$ cat config.mk
export PLATFORM = sky130hd
export DESIGN_NAME = change_payout_ctrl
export DESIGN_NICKNAME = d
export VERILOG_FILES = /design/src/rtl/vend_pkg.sv /design/src/rtl/coin_select.sv /design/src/rtl/change_payout_ctrl.sv
export SDC_FILE = /design/constraint.sdc
export NUM_CORES = 1
export LEC_CHECK = 0
export ABC_AREA = 0
export CAP_MARGIN = 30
export CORE_MARGIN = 8
export CORE_UTILIZATION = 50
export CTS_BUF_LIST = sky130_fd_sc_hd__clkbuf_4
export DETAILED_ROUTE_END_ITERATION = 6
export HOLD_SLACK_MARGIN = 0.05
export PLACE_DENSITY = 0.87
export REMOVE_ABC_BUFFERS = 1
export SLEW_MARGIN = 20
export SYNTH_ARGS = -nofsm -noshare
export SYNTH_HDL_FRONTEND = slang
export SYNTH_SLANG_ARGS = --single-unit
$ cat constraint.sdc
create_clock -name clk -period 1.8 [get_ports clk]
set_input_delay 0.36 -clock clk [delete_from_list [all_inputs] [get_ports clk]]
set_output_delay 0.36 -clock clk [all_outputs]
set_load 0.01 [all_outputs]
$ cat src/rtl/vend_pkg.sv
// Shared vending definitions: coin encodings, coin values and payout FSM states.
// The coin codes match the encoding used on the vending FSM coin inputs.
package vend_pkg;

    typedef logic [1:0] coin_t;

    localparam coin_t COIN_NONE = 2'b00;
    localparam coin_t COIN_5    = 2'b01;
    localparam coin_t COIN_10   = 2'b10;
    localparam coin_t COIN_25   = 2'b11;

    typedef enum logic [1:0] {
        ST_IDLE   = 2'd0,
        ST_SELECT = 2'd1,
        ST_EJECT  = 2'd2,
        ST_DONE   = 2'd3
    } pay_state_e;

    // Face value of a coin code in 5c units.
    function automatic logic [2:0] coin_value(input coin_t code);
        logic [2:0] val;
        case (code)
            COIN_5:  val = 3'd1;
            COIN_10: val = 3'd2;
            COIN_25: val = 3'd5;
            default: val = 3'd0;
        endcase
        return val;
    endfunction

endpackage

$ cat src/rtl/coin_select.sv
// Greedy coin chooser: largest coin that fits the remaining amount and is in stock.
// Purely combinational; the payout controller registers the result.
module coin_select
    import vend_pkg::*;
#(
    parameter int AMT_W = 4,
    parameter int CNT_W = 4
) (
    input  logic [AMT_W-1:0] remaining,
    input  logic [CNT_W-1:0] inv5,
    input  logic [CNT_W-1:0] inv10,
    input  logic [CNT_W-1:0] inv25,
    output coin_t            code,
    output logic             found
);

    localparam logic [AMT_W-1:0] VAL_5  = AMT_W'(coin_value(COIN_5));
    localparam logic [AMT_W-1:0] VAL_10 = AMT_W'(coin_value(COIN_10));
    localparam logic [AMT_W-1:0] VAL_25 = AMT_W'(coin_value(COIN_25));

    // Priority search from the largest denomination down.
    always_comb begin
        code  = COIN_NONE;
        found = 1'b0;
        if ((remaining >= VAL_25) && (inv25 != {CNT_W{1'b0}})) begin
            code  = COIN_25;
            found = 1'b1;
        end else if ((remaining >= VAL_10) && (inv10 != {CNT_W{1'b0}})) begin
            code  = COIN_10;
            found = 1'b1;
        end else if ((remaining >= VAL_5) && (inv5 != {CNT_W{1'b0}})) begin
            code  = COIN_5;
            found = 1'b1;
        end else begin
            code  = COIN_NONE;
            found = 1'b0;
        end
    end

endmodule

$ cat src/rtl/change_payout_ctrl.sv
// Change payout sequencer: pays an amount greedily one coin per ejector handshake,
// tracks tube inventory and flags shortfall or ejector jam.
module change_payout_ctrl
    import vend_pkg::*;
#(
    parameter int AMT_W       = 4,
    parameter int CNT_W       = 4,
    parameter int INIT_CNT    = 8,
    parameter int ACK_TIMEOUT = 15
) (
    input  logic             clk,
    input  logic             rst,
    input  logic             start,
    input  logic [AMT_W-1:0] amount,
    input  logic             refill_en,
    input  logic [1:0]       refill_denom,
    input  logic [CNT_W-1:0] refill_cnt,
    input  logic             eject_ack,
    output logic             eject_valid,
    output logic [1:0]       eject_coin,
    output logic             busy,
    output logic             done,
    output logic             err_short,
    output logic             err_jam,
    output logic [AMT_W-1:0] remaining,
    output logic [CNT_W-1:0] inv5,
    output logic [CNT_W-1:0] inv10,
    output logic [CNT_W-1:0] inv25
);

    localparam int               TMO_W    = (ACK_TIMEOUT > 1) ? $clog2(ACK_TIMEOUT) : 1;
    localparam logic [TMO_W-1:0] TMO_LAST = TMO_W'(ACK_TIMEOUT - 1);
    localparam logic [CNT_W-1:0] INV_INIT = CNT_W'(INIT_CNT);

    pay_state_e       state_r, state_s;
    logic [AMT_W-1:0] remaining_r, remaining_s;
    logic [TMO_W-1:0] tmo_r, tmo_s;
    logic [CNT_W-1:0] inv5_r, inv10_r, inv25_r;
    logic [CNT_W-1:0] inv5_s, inv10_s, inv25_s;
    logic             eject_valid_r, eject_valid_s;
    coin_t            eject_coin_r, eject_coin_s;
    logic             busy_r, done_r, err_short_r, err_jam_r;
    logic             done_s, err_short_s, err_jam_s;
    coin_t            sel_code_s;
    logic             sel_found_s;

    function automatic logic [CNT_W-1:0] sat_add(input logic [CNT_W-1:0] a,
                                                 input logic [CNT_W-1:0] b);
        logic [CNT_W:0] sum;
        sum = {1'b0, a} + {1'b0, b};
        if (sum[CNT_W]) begin
            return {CNT_W{1'b1}};
        end else begin
            return sum[CNT_W-1:0];
        end
    endfunction

    coin_select #(
        .AMT_W (AMT_W),
        .CNT_W (CNT_W)
    ) u_coin_select (
        .remaining (remaining_r),
        .inv5      (inv5_r),
        .inv10     (inv10_r),
        .inv25     (inv25_r),
        .code      (sel_code_s),
        .found     (sel_found_s)
    );

    // Next-state, next-output and inventory update logic.
    always_comb begin
        state_s       = state_r;
        remaining_s   = remaining_r;
        tmo_s         = tmo_r;
        inv5_s        = inv5_r;
        inv10_s       = inv10_r;
        inv25_s       = inv25_r;
        eject_valid_s = 1'b0;
        eject_coin_s  = COIN_NONE;
        err_short_s   = 1'b0;
        err_jam_s     = 1'b0;
        case (state_r)
            ST_IDLE: begin
                // Refill lands on the same edge as start, so SELECT sees it.
                if (refill_en) begin
                    case (refill_denom)
                        COIN_5:  inv5_s  = sat_add(inv5_r, refill_cnt);
                        COIN_10: inv10_s = sat_add(inv10_r, refill_cnt);
                        COIN_25: inv25_s = sat_add(inv25_r, refill_cnt);
                        default: inv5_s  = inv5_r;
                    endcase
                end else begin
                    inv5_s = inv5_r;
                end
                if (start) begin
                    remaining_s = amount;
                    tmo_s       = {TMO_W{1'b0}};
                    if (amount == {AMT_W{1'b0}}) begin
                        state_s = ST_DONE;
                    end else begin
                        state_s = ST_SELECT;
                    end
                end else begin
                    state_s = ST_IDLE;
                end
            end
            ST_SELECT: begin
                if (sel_found_s) begin
                    state_s       = ST_EJECT;
                    eject_valid_s = 1'b1;
                    eject_coin_s  = sel_code_s;
                end else if (remaining_r != {AMT_W{1'b0}}) begin
                    state_s     = ST_DONE;
                    err_short_s = 1'b1;
                end else begin
                    state_s = ST_DONE;
                end
            end
            ST_EJECT: begin
                if (eject_ack) begin
                    remaining_s = remaining_r - AMT_W'(coin_value(eject_coin_r));
                    case (eject_coin_r)
                        COIN_5:  inv5_s  = inv5_r - CNT_W'(1);
                        COIN_10: inv10_s = inv10_r - CNT_W'(1);
                        COIN_25: inv25_s = inv25_r - CNT_W'(1);
                        default: inv5_s  = inv5_r;
                    endcase
                    tmo_s   = {TMO_W{1'b0}};
                    state_s = ST_SELECT;
                end else if (tmo_r == TMO_LAST) begin
                    // Timeout: leave remaining and inventory untouched.
                    tmo_s     = {TMO_W{1'b0}};
                    state_s   = ST_DONE;
                    err_jam_s = 1'b1;
                end else begin
                    tmo_s         = tmo_r + TMO_W'(1);
                    eject_valid_s = 1'b1;
                    eject_coin_s  = eject_coin_r;
                end
            end
            ST_DONE: begin
                state_s = ST_IDLE;
            end
            default: begin
                state_s = ST_IDLE;
            end
        endcase
        done_s = (state_s == ST_DONE);
    end

    // State, inventory and registered outputs.
    always_ff @(posedge clk) begin
        if (rst) begin
            state_r       <= ST_IDLE;
            remaining_r   <= {AMT_W{1'b0}};
            tmo_r         <= {TMO_W{1'b0}};
            inv5_r        <= INV_INIT;
            inv10_r       <= INV_INIT;
            inv25_r       <= INV_INIT;
            eject_valid_r <= 1'b0;
            eject_coin_r  <= COIN_NONE;
            busy_r        <= 1'b0;
            done_r        <= 1'b0;
            err_short_r   <= 1'b0;
            err_jam_r     <= 1'b0;
        end else begin
            state_r       <= state_s;
            remaining_r   <= remaining_s;
            tmo_r         <= tmo_s;
            inv5_r        <= inv5_s;
            inv10_r       <= inv10_s;
            inv25_r       <= inv25_s;
            eject_valid_r <= eject_valid_s;
            eject_coin_r  <= eject_coin_s;
            busy_r        <= (state_s != ST_IDLE);
            done_r        <= done_s;
            err_short_r   <= err_short_s;
            err_jam_r     <= err_jam_s;
        end
    end

    assign eject_valid = eject_valid_r;
    assign eject_coin  = eject_coin_r;
    assign busy        = busy_r;
    assign done        = done_r;
    assign err_short   = err_short_r;
    assign err_jam     = err_jam_r;
    assign remaining   = remaining_r;
    assign inv5        = inv5_r;
    assign inv10       = inv10_r;
    assign inv25       = inv25_r;

endmodule
==> Word level (Yosys, flattened, before mapping) <==
Index checks and enable logic that the tools add are counted.
{ "word_totals": {"ff_bits": 29, "word_cells": 114, "output_inout_bits": 23} }
{ "classes": {"eq_ne": 21, "bitwise_logic": 2, "reduce_logical": 18, "mux": 50, "n_addsub": 8, "n_lt_le_gt_ge": 3} }
{ "ops": {"columns": ["operator", "count"], "rows": [
  ["4-bit two-way mux", 20],
  ["4-bit one-hot mux with 2 select lines", 5],
  ["2-bit two-way mux", 9],
  ["4-bit nonzero test", 4],
  ["4-bit by 4-bit adder with 5-bit output", 3],
  ["5-bit AND reduction", 3],
  ["2-bit equality test, second input constant", 7],
  ["2-bit by 1-bit inequality test with 1-bit output, second input constant", 6],
  ["4-bit by 1-bit subtractor with 4-bit output, second input constant", 3],
  ["1-bit two-way mux", 10],
  ["3-bit one-hot mux with 3 select lines", 1],
  ["2-bit one-hot mux with 4 select lines", 1],
  ["2-bit by 1-bit equality test with 1-bit output, second input constant", 3],
  ["3-bit two-way mux", 2],
  ["2-bit inequality test, second input constant", 3],
  ["3-bit OR reduction", 2],
  ["4-bit by 1-bit adder with 4-bit output, second input constant", 1],
  ["4-bit equality test, second input constant", 1],
  ["4-bit by 1-bit greater-or-equal comparator with 1-bit output, second input constant", 1],
  ["4-bit by 2-bit greater-or-equal comparator with 1-bit output, second input constant", 1],
  ["4-bit by 3-bit greater-or-equal comparator with 1-bit output, second input constant", 1],
  ["4-bit logical NOT", 1],
  ["2-bit one-hot mux with 2 select lines", 1],
  ["2-bit nonzero test", 2],
  ["other kinds (8)", 11]
]} }

==> Logic depth before layout (Yosys ltp) <==
Gate-level depths: netlist of run 1.
{ "depth": {"depth_word": 8, "mapped_depth": 8} }

==> Modules after synthesis <==
Synthesis of run 1 repeated with hierarchy kept, for this count alone.
{ "unflattened": {"hier_cells": 270, "hier_area_um2": 2175.8} }
{ "modules_own_cells": {"columns": ["module", "cells_per_inst", "area_each_um2", "seq_area_each_um2", "n_inst"], "rows": [
  ["change_payout_ctrl", 259, 2094.5, 580.6, 1],
  ["coin_select", 11, 81.3, 0.0, 1]
]} }

==> Worst setup path before layout of run 1 <==
No wires, ideal clock.
{ "synth_path": {"path_kind": "reg-to-reg", "start": "register eject_coin_r[0], in the netlist eject_coin[0]", "end": "register remaining_r[3], in the netlist remaining[3]", "required_time_ns": 1.726, "path_stages_with_launch": 7, "arrival_time_ns": 1.759, "path_buffers": 0, "setup_slack_ns": -0.033, "cell_sequence": "dfxtp_1 nand2b_1 ha_1 nor2b_1 o21a_1 or4b_1 a31oi_1"} }
{ "synth_via": {"elab_chain_cells": 7} }
{ "synth_lines": {"columns": ["element", "line", "rtl"], "rows": [
  ["from (decl)", "change_payout_ctrl.sv:41", "coin_t eject_coin_r, eject_coin_s;"],
  ["from (signal assigned)", "change_payout_ctrl.sv:174", "eject_coin_r <= eject_coin_s;"],
  ["2-bit equality test or 2-bit by 1-bit equality test with 1-bit output (tied branches)", "vend_pkg.sv:22", "case (code)"],
  ["3-bit one-hot mux with 3 select lines (*)", "vend_pkg.sv:22", null],
  ["3-bit two-way mux (*)", "change_payout_ctrl.sv:120", "if (eject_ack) begin"],
  ["3-bit two-way mux (*)", "change_payout_ctrl.sv:82", "case (state_r)"],
  ["4-bit by 3-bit subtractor with 4-bit output (*)", "change_payout_ctrl.sv:121", "remaining_s = remaining_r - AMT_W'(coin_value(eject_coin_r));"],
  ["4-bit two-way mux (*)", "change_payout_ctrl.sv:120", null],
  ["4-bit one-hot mux with 2 select lines (*)", "change_payout_ctrl.sv:82", null],
  ["to (signal assigned)", "change_payout_ctrl.sv:155", "remaining_r <= {AMT_W{1'b0}};"],
  ["to (signal assigned)", "change_payout_ctrl.sv:168", "remaining_r <= remaining_s;"],
  ["to (decl)", "change_payout_ctrl.sv:36", "logic [AMT_W-1:0] remaining_r, remaining_s;"]
]} }
Every way passes the cells marked *; elsewhere a longest branch is shown, timed or not. The select of a mux whose other input is x is not followed.
A chain may end at the register's enable or synchronous reset.

==> Worst setup path in the final report of run 1 <==
{ "layout_path": {"start": "input port refill_cnt[2]", "end": "register inv10_r[1], in the netlist inv10[1]"} }
{ "layout_via": {"elab_chain_cells": 5} }
{ "layout_lines": {"columns": ["element", "line", "rtl"], "rows": [
  ["from (decl)", "change_payout_ctrl.sv:17", "input logic [CNT_W-1:0] refill_cnt,"],
  ["4-bit by 4-bit adder with 5-bit output", "change_payout_ctrl.sv:50", "sum = {1'b0, a} + {1'b0, b};"],
  ["4-bit two-way mux", "change_payout_ctrl.sv:51", "if (sum[CNT_W]) begin"],
  ["4-bit two-way mux", "change_payout_ctrl.sv:86", "case (refill_denom)"],
  ["4-bit two-way mux", "change_payout_ctrl.sv:85", "if (refill_en) begin"],
  ["4-bit one-hot mux with 2 select lines", "change_payout_ctrl.sv:82", null],
  ["to (signal assigned)", "change_payout_ctrl.sv:171", "inv10_r <= inv10_s;"],
  ["to (decl)", "change_payout_ctrl.sv:38", "logic [CNT_W-1:0] inv5_r, inv10_r, inv25_r;"]
]} }
Every way passes these cells. The select of a mux whose other input is x is not followed.

==> impl_metrics.csv, run 1 <==
group,metric,value,unit
global_route,grt_pass1_wl,9.98,mm
synth,ys_ff_latch,29,
final_layout,num-fill-cells,354,
clock_network,cts_inserted_buffers,5,
die,io_pins,38,
power,peakVddDrop,338,uV
synth,yosys_warnings,0,
place,dpl.hpwl,4.69,mm
die,fp.dieArea,6840,sq um
synth,postSynthAreaPerCell,8.46,sq um
power,leakage,0.00125,uW
clock_network,cts.sinks,29,
outcome,status,"finished with violations",
sta,maxSlewViolCount,0,
worst_setup_path,rrSetupSlack,0,ns
clock_network,tritoncts,"yes",
global_route,grt_usage,0.186,
route,drt_iter0_drc,125,
clock_network,cts_hold_buf,0,
worst_hold_path,min_from,"tmo_r[2]$_SDFFE_PP0P_",
worst_setup_path,worstPathArrival,2.03,ns
global_route,grt_antenna_before_repair,0,
route,drc_errors,0,
clock_network,clk_latency,0.34,ns
synth,synth_edf_count,0,
clock_network,clkSlewWorstSetupHoldPaths,0.10,ns
route,num_vias,2289,
clock_network,htreeDepth,2,
die,die_y,82.7,microns
die,core-area,4320,sq um
synth,syn_area,2230,sq um
final_layout,stdcell_count,394,
synth,synth_top_area_frac,0.261,
synth,ys_seq_area_frac,0.261,
synth,synth.largest_area_cell,"dfxtp_1",
synth,synth_cell_types,49,
worst_setup_path,startpoint_type,"primary input",
die,core.rowCount,24,
die,dieWidth,82.7,microns
final_layout,drive_above_1_share,0.234,
sta,post-route-period-util,1.00,
synth,synth_flop_cell,"dfxtp_1",
clock_network,cts_root_buf,"clkbuf_4",
sta,worst_pin_slew,0.461,ns
worst_hold_path,hold_path.class,"reg2reg",
synth,syn_inst,263,
sta,fmax,0.554,GHz
final_layout,post-route-util,0.722,
global_route,gr-total-overflow,0,
worst_setup_path,path_class,"in2reg",
route,drt_pass1_iterations,4,
synth,synth_area_leaders,"dfxtp_1 26%, ha_1 13%, a21oi_1 4.9%, nand2b_1 4.5%, fa_1 3.6%",
global_route,grt_pass1_vias,2218,
sta,skew,0.00955,ns
final_layout,nNetsFinal,383,
place,io_buffers,37,
power,powerDensity,539,nW/um^2
route,wire_per_inst,15.9,microns
worst_setup_path,r2r_start,"eject_coin[0]$_SDFFE_PP0N_",
sta,grt_setup_unrepaired,"yes",
sta,finalSetupViolCount,2,
run,maxCapViolCount,0,
sta,setup_ws,-0.00514,ns
sta,relSlewSlack,0.690,
place,placed_cells,384,
worst_setup_path,crit_fanout,3,
route,totalWireLength,6.25,mm
worst_setup_path,end_kind,"flop",
outcome,violations,"setup timing",
clock_network,cts.path.max_buffers,2,
route,ant_nets,0,
place,dp_slack,-0.497,ns
worst_setup_path,startpoint,"refill_cnt[2]",
sta,period_needed,1.81,ns
power,finalPower,1680,uW
final_layout,diodes,0,
global_route,grt_max_degree,30,
die,start_util,0.515,
place,place_congestion,0.914,
sta,hold_violations,0,
route,vias_per_cell,5.81,
final_layout,synthToLayoutAreaGrowth,40.2,%
synth,async_reset_ff_frac,0,
worst_setup_path,crit_required,2.02,ns
[cells in the final DEF, fill, tap and decap left out, types with 4 or more instances in the layout]
| cell type | count |
|---|---|
| buf_4 | 41 |
| clkdlybuf4s50_1 | 34 |
| a21oi_1 | 22 |
| dfxtp_1 | 22 |
| ha_1 | 21 |
| inv_1 | 20 |
| nand2_1 | 15 |
| nand2b_1 | 15 |
| nor2_1 | 13 |
| nor3_1 | 8 |
| o21ai_0 | 7 |
| dfxtp_2 | 7 |
| nand3_1 | 6 |
| nor2b_1 | 6 |
| a211oi_1 | 6 |
| a21o_1 | 5 |
| clkbuf_4 | 5 |
| or3_1 | 4 |
| o21a_1 | 4 |
| xnor2_1 | 4 |
| mux2i_1 | 4 |
[path summary, 6_finish.rpt]
kind,to,depth (start not counted)
max,inv10[1]$_SDFFE_PP0P_,6
min reg2reg,tmo_r[2]$_SDFFE_PP0P_,2
min,tmo_r[2]$_SDFFE_PP0P_,2
max reg2reg,remaining[3]$_SDFFE_PP0P_,6
[metal layers]
layer,track usage,vias up,part of all wire
met3,0.0411,9,0.050
li1,-,1115,-
met5,0,-,0
met2,0.331,64,0.51
met4,0.0621,0,0.015
met1,0.214,1101,0.42
[worst max-delay path, cell delays in order]
cell             delay (ns)
clkdlybuf4s50_1        0.49
ha_1                   0.40
nor2b_1                0.16
o21a_1                 0.20
o311ai_0               0.30
a21oi_1                0.12
[repair_timing]
action	4_1_cts	5_1_grt
buffers inserted	0	2
pin swaps	1	5
endpoints found under the setup margin	19	27
gates resized for setup	10	23
endpoints found under the hold margin	0	0
[stage by stage]
stage | setup TNS, ns | hold slack (ns) | area, sq um
floorplan | -5.89 | 0.429 | 2180
global placement | -4.65 | 0.506 | 2950
detailed placement | -5.08 | 0.520 | 2950
CTS | -0.0822 | 0.538 | 3020
global route | -0.166 | 0.569 | 3120
finish | -0.00761 | 0.534 | 3120
[where the power goes]
group	leakage [uW]	total [uW]	switching [uW]	internal (uW)
registers	0.000239	710	35.7	674
clock network	0.0000300	388	247	141
logic	0.000981	586	274	312
total	0.00125	1680	557	1130
[cells in the mapped netlist (5+ instances only)]
| cell | count |
|---|---|
| dfxtp_1 | 29 |
| ha_1 | 23 |
| a21oi_1 | 22 |
| inv_1 | 21 |
| nand2b_1 | 16 |
| nand2_1 | 15 |
| nor2_1 | 13 |
| nor3_1 | 8 |
| o21ai_0 | 7 |
| a211oi_1 | 6 |
| nand3_1 | 6 |
| nor2b_1 | 6 |
| o311ai_0 | 6 |
| a21o_1 | 5 |
[sequential cells by signal (all words and copies together), names as in the netlist, 2 cells and up]
signal      cells
remaining       4
tmo_r           4
inv25           4
inv10           4
eject_coin      2
state_r         2
inv5            4
[logic make-up after synthesis]
kind of cell / share of synthesized area
simple gates: 0.249
buf+inv: 0.0573
compound gates: 0.224
fa+ha+maj: 0.165
xor+xnor: 0.0157
mux: 0.0281
flops: 0.261
[area by class of cell]
class	count	area (sq um)	share of cell area
inverter	21	78.8	0.0253
timing repair buffer	80	722	0.231
multi-input combinational	204	1620	0.518
clock buffer	5	37.5	0.0120
sequential	29	589	0.189
tap	52	65.1	0.0208
clock inverter	3	12.5	0.00401
Note: power is estimated with default switching activity, not from simulation.
==> run 2: changes to the inputs <==
--- a/config.mk
+++ b/config.mk
@@ -7,13 +7,13 @@
 export LEC_CHECK = 0
 export ABC_AREA = 0
 export CAP_MARGIN = 30
-export CORE_MARGIN = 8
 export CORE_UTILIZATION = 50
 export CTS_BUF_LIST = sky130_fd_sc_hd__clkbuf_4
 export DETAILED_ROUTE_END_ITERATION = 6
 export HOLD_SLACK_MARGIN = 0.05
 export PLACE_DENSITY = 0.87
 export REMOVE_ABC_BUFFERS = 1
+export SKIP_LAST_GASP = 1
 export SLEW_MARGIN = 20
 export SYNTH_ARGS = -nofsm -noshare
 export SYNTH_HDL_FRONTEND = slang
==> run 2 against run 1 <==
The run now ends clean. Clock power grew 3%. Hold slack got worse by 0.018 ns. Clock-buffer cell count stayed put. Combinational power increased by 9.9%. Non-clock buffer count increased by 4. Clock skew grew 0.0063 ns. Sequential power is essentially flat. Utilization rose by 6.4 points. Die area shrank 31%. Fmax is 0.92% higher. Largest cell class unchanged.
==> impl_metrics.csv, run 2 (same netlist as run 1, synthesis figures left out) <==
group,metric,value,unit
outcome,status,"finished clean",
power,sw_frac_of_total,0.341,
sta,grt_setup_unrepaired,"yes",
worst_setup_path,worstPathArrival,1.43,ns
power,pwr-share-seq,0.405,
global_route,grt_antenna_before_repair,0,
sta,hold_ws,0.516,ns
global_route,grt_pass1_vias,2190,
final_layout,synthToLayoutAreaGrowth,46.3,%
die,core-area,4140,sq um
power,power_frac_comb,0.368,
clock_network,tritoncts,"yes",
final_layout,drive_above_1_share,0.309,
worst_hold_path,hold_path.class,"reg2reg",
route,totalWireLength,6.86,mm
power,intPower,1150,uW
final_layout,num-fill-cells,263,
power,switching_power,598,uW
worst_setup_path,slowest_stage,"clkdlybuf4s50_1",
sta,skew,0.0159,ns
clock_network,cts_root_buf,"clkbuf_4",
worst_setup_path,reg2reg_depth,6,
route,drt_pass1_iterations,4,
global_route,grt_max_degree,30,
sta,setup_ws,0.0112,ns
die,dieWidth,68.7,microns
place,place_congestion,0.860,
run,maxCapViolCount,0,
power,pwr-share-clk,0.228,
place,io_buffers,37,
sta,hold_violations,0,
place,dp_slack,-0.532,ns
place,placed_area,2960,sq um
sta,maxSlewViolCount,0,
sta,fmax,0.559,GHz
final_layout,mostFrequentLayoutCells,"45 x buf_4, 34 x clkdlybuf4s50_1, 22 x a21oi_1, 19 x inv_1, 18 x dfxtp_1",
die,core.rowCount,23,
power,peakVddDrop,312,uV
worst_setup_path,path_buf_inv,1,
clock_network,cts_inserted_buffers,5,
clock_network,clkSlewWorstSetupHoldPaths,0.09,ns
sta,post-route-period-util,0.994,
final_layout,diodes,0,
route,drc_errors,0,
route,wire_per_inst,17.3,microns
place,dpl.hpwl,4.60,mm
die,die_y,68.7,microns
clock_network,cts_hold_buf,0,
worst_setup_path,path_delay_family,"buffers and inverters",
final_layout,nNetsFinal,387,
worst_setup_path,startpoint_type,"flop",
sta,finalSetupViolCount,0,
die,fp.dieArea,4720,sq um
sta,period_needed,1.79,ns
worst_setup_path,crit_chain,"clkdlybuf4s50_1",
die,io_pins,38,
route,drt_iter0_drc,191,
route,ant_nets,0,
worst_setup_path,path_depth,1,
clock_network,cts.path.max_buffers,2,
global_route,gr-total-overflow,0,
final_layout,stdcell_count,396,
route,vias_per_cell,6.06,
worst_setup_path,crit_required,1.44,ns
global_route,grt_usage,0.284,
final_layout,post-route-util,0.786,
global_route,grt_pass1_wl,9.81,mm
power,leakage,0.00128,uW
worst_setup_path,end_kind,"primary output",
clock_network,htreeDepth,2,
final_layout,final_common_cell,"buf_4",
worst_setup_path,slowest_delay,0.60,ns
worst_setup_path,crit_fanout,6,
sta,relSlewSlack,0.702,
final_layout,final_area,3260,sq um
clock_network,clk_latency,0.34,ns
place,placed_cells,384,
worst_hold_path,worstHoldPathCells,2,
die,start_util,0.537,
worst_setup_path,path_class,"reg2out",
clock_network,cts.sinks,29,
sta,worst_pin_slew,0.447,ns
power,powerDensity,538,nW/um^2
route,num_vias,2399,
==> run 2: worst paths after layout <==
path | start | endpoint | slack (ns)
setup / recovery | remaining[2]$_SDFFE_PP0P_ | remaining[2] | 0.01
hold / removal | inv25[1]$_SDFFE_PP0P_ | inv25[1]$_SDFFE_PP0P_ | 0.52
hold reg to reg | inv25[1]$_SDFFE_PP0P_ | inv25[1]$_SDFFE_PP0P_ | 0.52
setup reg to reg | eject_coin[0]$_SDFFE_PP0N_ | remaining[3]$_SDFFE_PP0P_ | 0.02
==> run 2: per-layer routing <==
| metal | GRT usage | share of wire |
|---|---|---|
| met1 | 0.339 | 0.42 |
| met2 | 0.491 | 0.50 |
| met3 | 0.0510 | 0.056 |
| met4 | 0.130 | 0.029 |
| met5 | 0 | 0 |
==> run 2: cell type report <==
type / count / area [sq um] / share of cell area
clock buffers: 5 / 37.5 / 0.0115
clock inverters: 3 / 12.5 / 0.00384
inverters: 21 / 78.8 / 0.0242
multi-input cells: 204 / 1720 / 0.527
flip-flops and latches: 29 / 602 / 0.185
well taps: 50 / 62.6 / 0.0192
repair buffers: 84 / 748 / 0.230
==> run 2: power groups by stage <==
stage	sequential (uW)	clock, uW	combinational (uW)
after detailed placement	716	0	548
after floorplan	732	0	262
after global placement	715	0	525
after CTS	703	388	565
final	709	399	644
after global routing	713	427	699
==> run 2: through the flow <==
step                      TNS (ns)  power, uW
after detailed placement     -5.97       1260
after global routing        -0.219       1840
after floorplan              -5.89        994
after CTS                  -0.0588       1660
after global placement       -4.68       1240
final                            0       1750
==> run 2: timing repair <==
item                       CTS  global route
gates resized for setup     18            45
setup endpoints to repair   15            20
pin swaps                    4            15
buffers inserted             0             4
cloned                       0             0
==> run 3: changes to the inputs <==
--- a/config.mk
+++ b/config.mk
@@ -11,6 +11,7 @@
 export CTS_BUF_LIST = sky130_fd_sc_hd__clkbuf_4
 export DETAILED_ROUTE_END_ITERATION = 6
 export HOLD_SLACK_MARGIN = 0.05
+export MAX_ROUTING_LAYER = met4
 export PLACE_DENSITY = 0.87
 export REMOVE_ABC_BUFFERS = 1
 export SKIP_LAST_GASP = 1
==> run 3 against run 2 <==
Largest cell class unchanged. Worst setup slack worse by 0.057 ns. Combinational power is 1% higher. The flow now finishes with violations (setup timing). Die area stayed put. Hold slack better by 0.00099 ns. Design area is 0.23% higher. Global-route usage is 0.84 points higher. Via count is 1.8% higher. Largest power group unchanged. Register-to-register slack worse by 0.07 ns. Critical path depth is 5 higher. Clock skew is 0.0038 ns higher. Wire length is 2.7% higher.
==> impl_metrics.csv, run 3 (same netlist as run 1, synthesis figures left out) <==
group,metric,value,unit
sta,relSlewSlack,0.698,
worst_setup_path,end_kind,"flop",
sta,setup_ws,-0.0459,ns
worst_setup_path,crit_required,2.01,ns
die,io_pins,38,
sta,finalSetupViolCount,1,
clock_network,clkSlewWorstSetupHoldPaths,0.10,ns
global_route,grt_usage,0.292,
worst_hold_path,hold_path.class,"reg2reg",
global_route,grt_pass1_vias,2188,
route,drc_errors,0,
route,drt_iter0_drc,162,
final_layout,stdcell_count,397,
die,die_y,68.7,microns
die,fp.dieArea,4720,sq um
global_route,grt_antenna_before_repair,0,
sta,hold_ws,0.517,ns
final_layout,nNetsFinal,388,
final_layout,synthToLayoutAreaGrowth,46.7,%
global_route,gr-total-overflow,0,
clock_network,cts.path.max_buffers,2,
route,totalWireLength,7.04,mm
sta,grt_setup_unrepaired,"yes",
global_route,grt_pass1_wl,9.82,mm
die,core.rowCount,23,
final_layout,diodes,0,
global_route,grt_max_degree,30,
die,start_util,0.537,
place,dp_slack,-0.532,ns
clock_network,clk_latency,0.35,ns
sta,skew,0.0196,ns
outcome,violations,"setup timing",
worst_setup_path,rrSetupSlack,-0.05,ns
final_layout,mostFrequentLayoutCells,"46 x buf_4, 34 x clkdlybuf4s50_1, 22 x a21oi_1, 19 x inv_1, 18 x dfxtp_1",
sta,hold_violations,0,
outcome,status,"finished with violations",
route,ant_nets,0,
die,core-area,4140,sq um
sta,fmax,0.542,GHz
route,wire_per_inst,17.7,microns
final_layout,final_common_cell,"buf_4",
place,place_congestion,0.874,
worst_setup_path,worstPathArrival,2.06,ns
run,maxCapViolCount,0,
die,dieWidth,68.7,microns
worst_setup_path,path_class,"reg2reg",
power,leakage,0.00129,uW
clock_network,cts_hold_buf,0,
clock_network,cts_inserted_buffers,5,
route,num_vias,2441,
clock_network,cts_root_buf,"clkbuf_4",
sta,maxSlewViolCount,0,
place,placed_cells,384,
place,dpl.hpwl,4.60,mm
clock_network,cts.sinks,29,
worst_setup_path,startpoint_type,"flop",
worst_setup_path,crit_fanout,5,
clock_network,htreeDepth,2,
sta,period_needed,1.85,ns
power,peakVddDrop,312,uV
route,drt_pass1_iterations,5,
route,vias_per_cell,6.15,
power,powerDensity,538,nW/um^2
sta,worst_pin_slew,0.454,ns
sta,post-route-period-util,1.03,
place,io_buffers,37,
clock_network,tritoncts,"yes",
final_layout,drive_above_1_share,0.311,
==> run 3: cell types whose count changed in the layout (fill, tap and decap cells not counted), sizes merged <==
cell,delta
buf,+1
==> run 3: worst paths after layout <==
kind,start,endpoint,depth (start not counted)
setup reg to reg,inv10[0]$_SDFFE_PP0P_,inv10[1]$_SDFFE_PP0P_,6
setup / recovery,inv10[0]$_SDFFE_PP0P_,inv10[1]$_SDFFE_PP0P_,6
hold / removal,inv25[1]$_SDFFE_PP0P_,inv25[1]$_SDFFE_PP0P_,2
hold reg to reg,inv25[1]$_SDFFE_PP0P_,inv25[1]$_SDFFE_PP0P_,2
==> run 3: layout make-up <==
cell class              instances  area [sq um]
repair buffers                 85           756
well taps                      50          62.6
clock buffers                   5          37.5
fillers                       261           880
clock inverters                 3          12.5
inverters                      21          78.8
multi-input cells             204          1720
flip-flops and latches         29           602
==> run 3: layer usage <==
| metal | part of all wire | vias up | global-route usage |
|---|---|---|---|
| li1 | - | 1123 | - |
| met1 | 0.39 | 1145 | 0.340 |
| met2 | 0.50 | 143 | 0.491 |
| met3 | 0.075 | 30 | 0.0510 |
| met4 | 0.038 | 0 | 0.130 |
| met5 | 0 | - | - |
==> run 3: worst max-delay path, cell delays in order (launching register included) <==
cell	delay, ns
dfxtp_4	0.40
ha_4	0.14
inv_1	0.05
fa_2	0.52
inv_1	0.05
o311ai_1	0.41
a21oi_1	0.15
==> run 3: metrics by stage <==
stage	total power [uW]	utilization	TNS (ns)	instance area, sq um
floorplan	994	-	-5.89	2180
global placement	1240	0.714	-4.68	2960
detailed placement	1260	0.714	-5.97	2960
CTS	1660	0.736	-0.0588	3050
global route	1840	0.788	-0.291	3260
finish	1760	0.788	-0.0459	3260
==> run 3: repair_timing <==
item | in CTS | in global routing
pin swaps | 4 | 15
setup endpoints to repair | 15 | 20
buffers inserted | 0 | 5
resized for setup | 18 | 45
==> run 3: power by group <==
| part | internal [uW] | switching (uW) | total (uW) |
|---|---|---|---|
| sequential | 672 | 37.3 | 709 |
| clock | 141 | 254 | 395 |
| combinational | 343 | 308 | 651 |
| total | 1160 | 599 | 1760 |
==> patch: new RTL, config.mk and constraints of run 1 <==
Remove the case item `COIN_10` of the case on `eject_coin_r`.
--- a/src/rtl/change_payout_ctrl.sv
+++ b/src/rtl/change_payout_ctrl.sv
@@ -123,3 +123,2 @@
                         COIN_5:  inv5_s  = inv5_r - CNT_W'(1);
-                        COIN_10: inv10_s = inv10_r - CNT_W'(1);
                         COIN_25: inv25_s = inv25_r - CNT_W'(1);
Formal check against the unedited RTL: not equivalent (Yosys sat finds a counterexample within 4 cycles, from zero or initial values and one cycle with rst high).
==> patch against run 1 <==
Routed wire length is 5.8% lower; sequential cell count stayed put; final area is 8.0% lower; sequential share of layout area is 1.8 points higher; area after synthesis is 8.8% lower; power is 3.9% lower; setup slack better by 0.058 ns; critical path type unchanged; critical endpoint is now inv5[3]; highest routed layer unchanged.
==> patch: results (changes against run 1) <==
synthesis:
  synth_adder_area_share_pct: 17.5  # was 16.5%
  synth_xor_xnor_area_share_pct: 2.16  # was 1.57%
  synth_mux_area_share_pct: 4.69  # was 2.81%
  synth_commonest_cells: "29 x dfxtp_1, 23 x a21oi_1, 22 x ha_1, 20 x nor2_1, 17 x inv_1"  # was 29 x dfxtp_1, 23 x ha_1, 22 x a21oi_1, 21 x inv_1, 16 x nand2b_1
  synth_compound_area_share_pct: 18.5  # was 22.4%
  synth_area_leaders: "dfxtp_1 29%, ha_1 14%, a21oi_1 5.7%"  # was dfxtp_1 26%, ha_1 13%, a21oi_1 4.9%
  yosysSeqAreaShare_pct: 28.6  # was 26.1%
  netlist_instances: 245  # was 263
global_routing:
  grtUsageTotal_pct: 18.4  # was 18.6%
  grt_first_pass_wirelength_um: 9420  # was 9980 um
  grt_pass1_vias: 2157  # was 2218
  grt_max_degree: 15  # was 30
power_and_ir_drop:
  pwr_density_cell_mw_per_mm2: 563  # was 539 mW/mm2
  seqPwrFrac_pct: 44.2  # was 42.1%
  p_leak_nw: 1.17  # was 1.25 nW
  worst_ir_drop_vdd_mv: 0.340  # was 0.338 mV
  swShare_pct: 31.6  # was 33.1%
min_path:
  worstHoldStart: "eject_coin[1]"  # was tmo_r[2]
  min_to: "eject_coin[1]"  # was tmo_r[2]
drt:
  postRouteWirelength_um: 5890  # was 6250 um
  wl_met2_um: 2970  # was 3210 um
  met1_length_um: 2410  # was 2640 um
  via_count: 2111  # was 2289
  wl_met3_um: 375  # was 310 um
  drt_iter0_markers: 151  # was 125
sta:
  fin_skew_ns: 0.0159  # was 0.00955 ns
  setup_viol: 0  # was 2
  max_slew.worst_pin.slew_ns: 0.577  # was 0.461 ns
  hold_slack_ns: 0.492  # was 0.534 ns
worst_setup_path:
  cp-endpoint: "inv5[3]"  # was inv10[1]
  crit_arrival_ns: 1.97  # was 2.03 ns
  ff2ff_path_depth: 8  # was 6
  r2r_slack_ns: 0.07  # was 0 ns
  cp_slowest_stage_delay_ns: 0.45  # was 0.49 ns
layout:
  final_layout_size_suffix_gt1_share_pct: 24.0  # was 23.4%
  nFillCells: 299  # was 354
placement:
  gp_congestion: 0.869  # was 0.914
run_status:
  status: "finished, final reports clean"  # was finished, violations left
[patch: what timing repair did]
| item | 4_1_cts | 5_1_grt |
|---|---|---|
| gates resized for setup | 6 | 28 |
| pin swaps | 0 | 2 |
| setup endpoints to repair | 12 | 22 |
[patch: metal layers]
metal / vias up / GRT usage (%)
li1: 1028 / -
met1: 991 / 19.2
met3: 13 / 5.41
met2: 79 / 33.3
met5: - / 0
met4: 0 / 7.96
[patch: layout make-up]
class | count | area share (%)
Multi-Input combinational cell | 190 | 49.0
Timing Repair Buffer | 78 | 24.2
Sequential cell | 29 | 20.7
Inverter | 17 | 2.22
Tap cell | 50 | 2.18
Clock buffer | 6 | 1.57
Clock inverter | 1 | 0.131
[patch: critical path: cells and delay by family]
kind | cells | cell delay [ns]
AND/OR/NAND/NOR | 1 | 0.14
buffers and inverters | 2 | 0.62
multiplexers | 1 | 0.24
adder cells (fa/ha/maj) | 1 | 0.27
AO/OA/AOI/OAI | 3 | 0.34
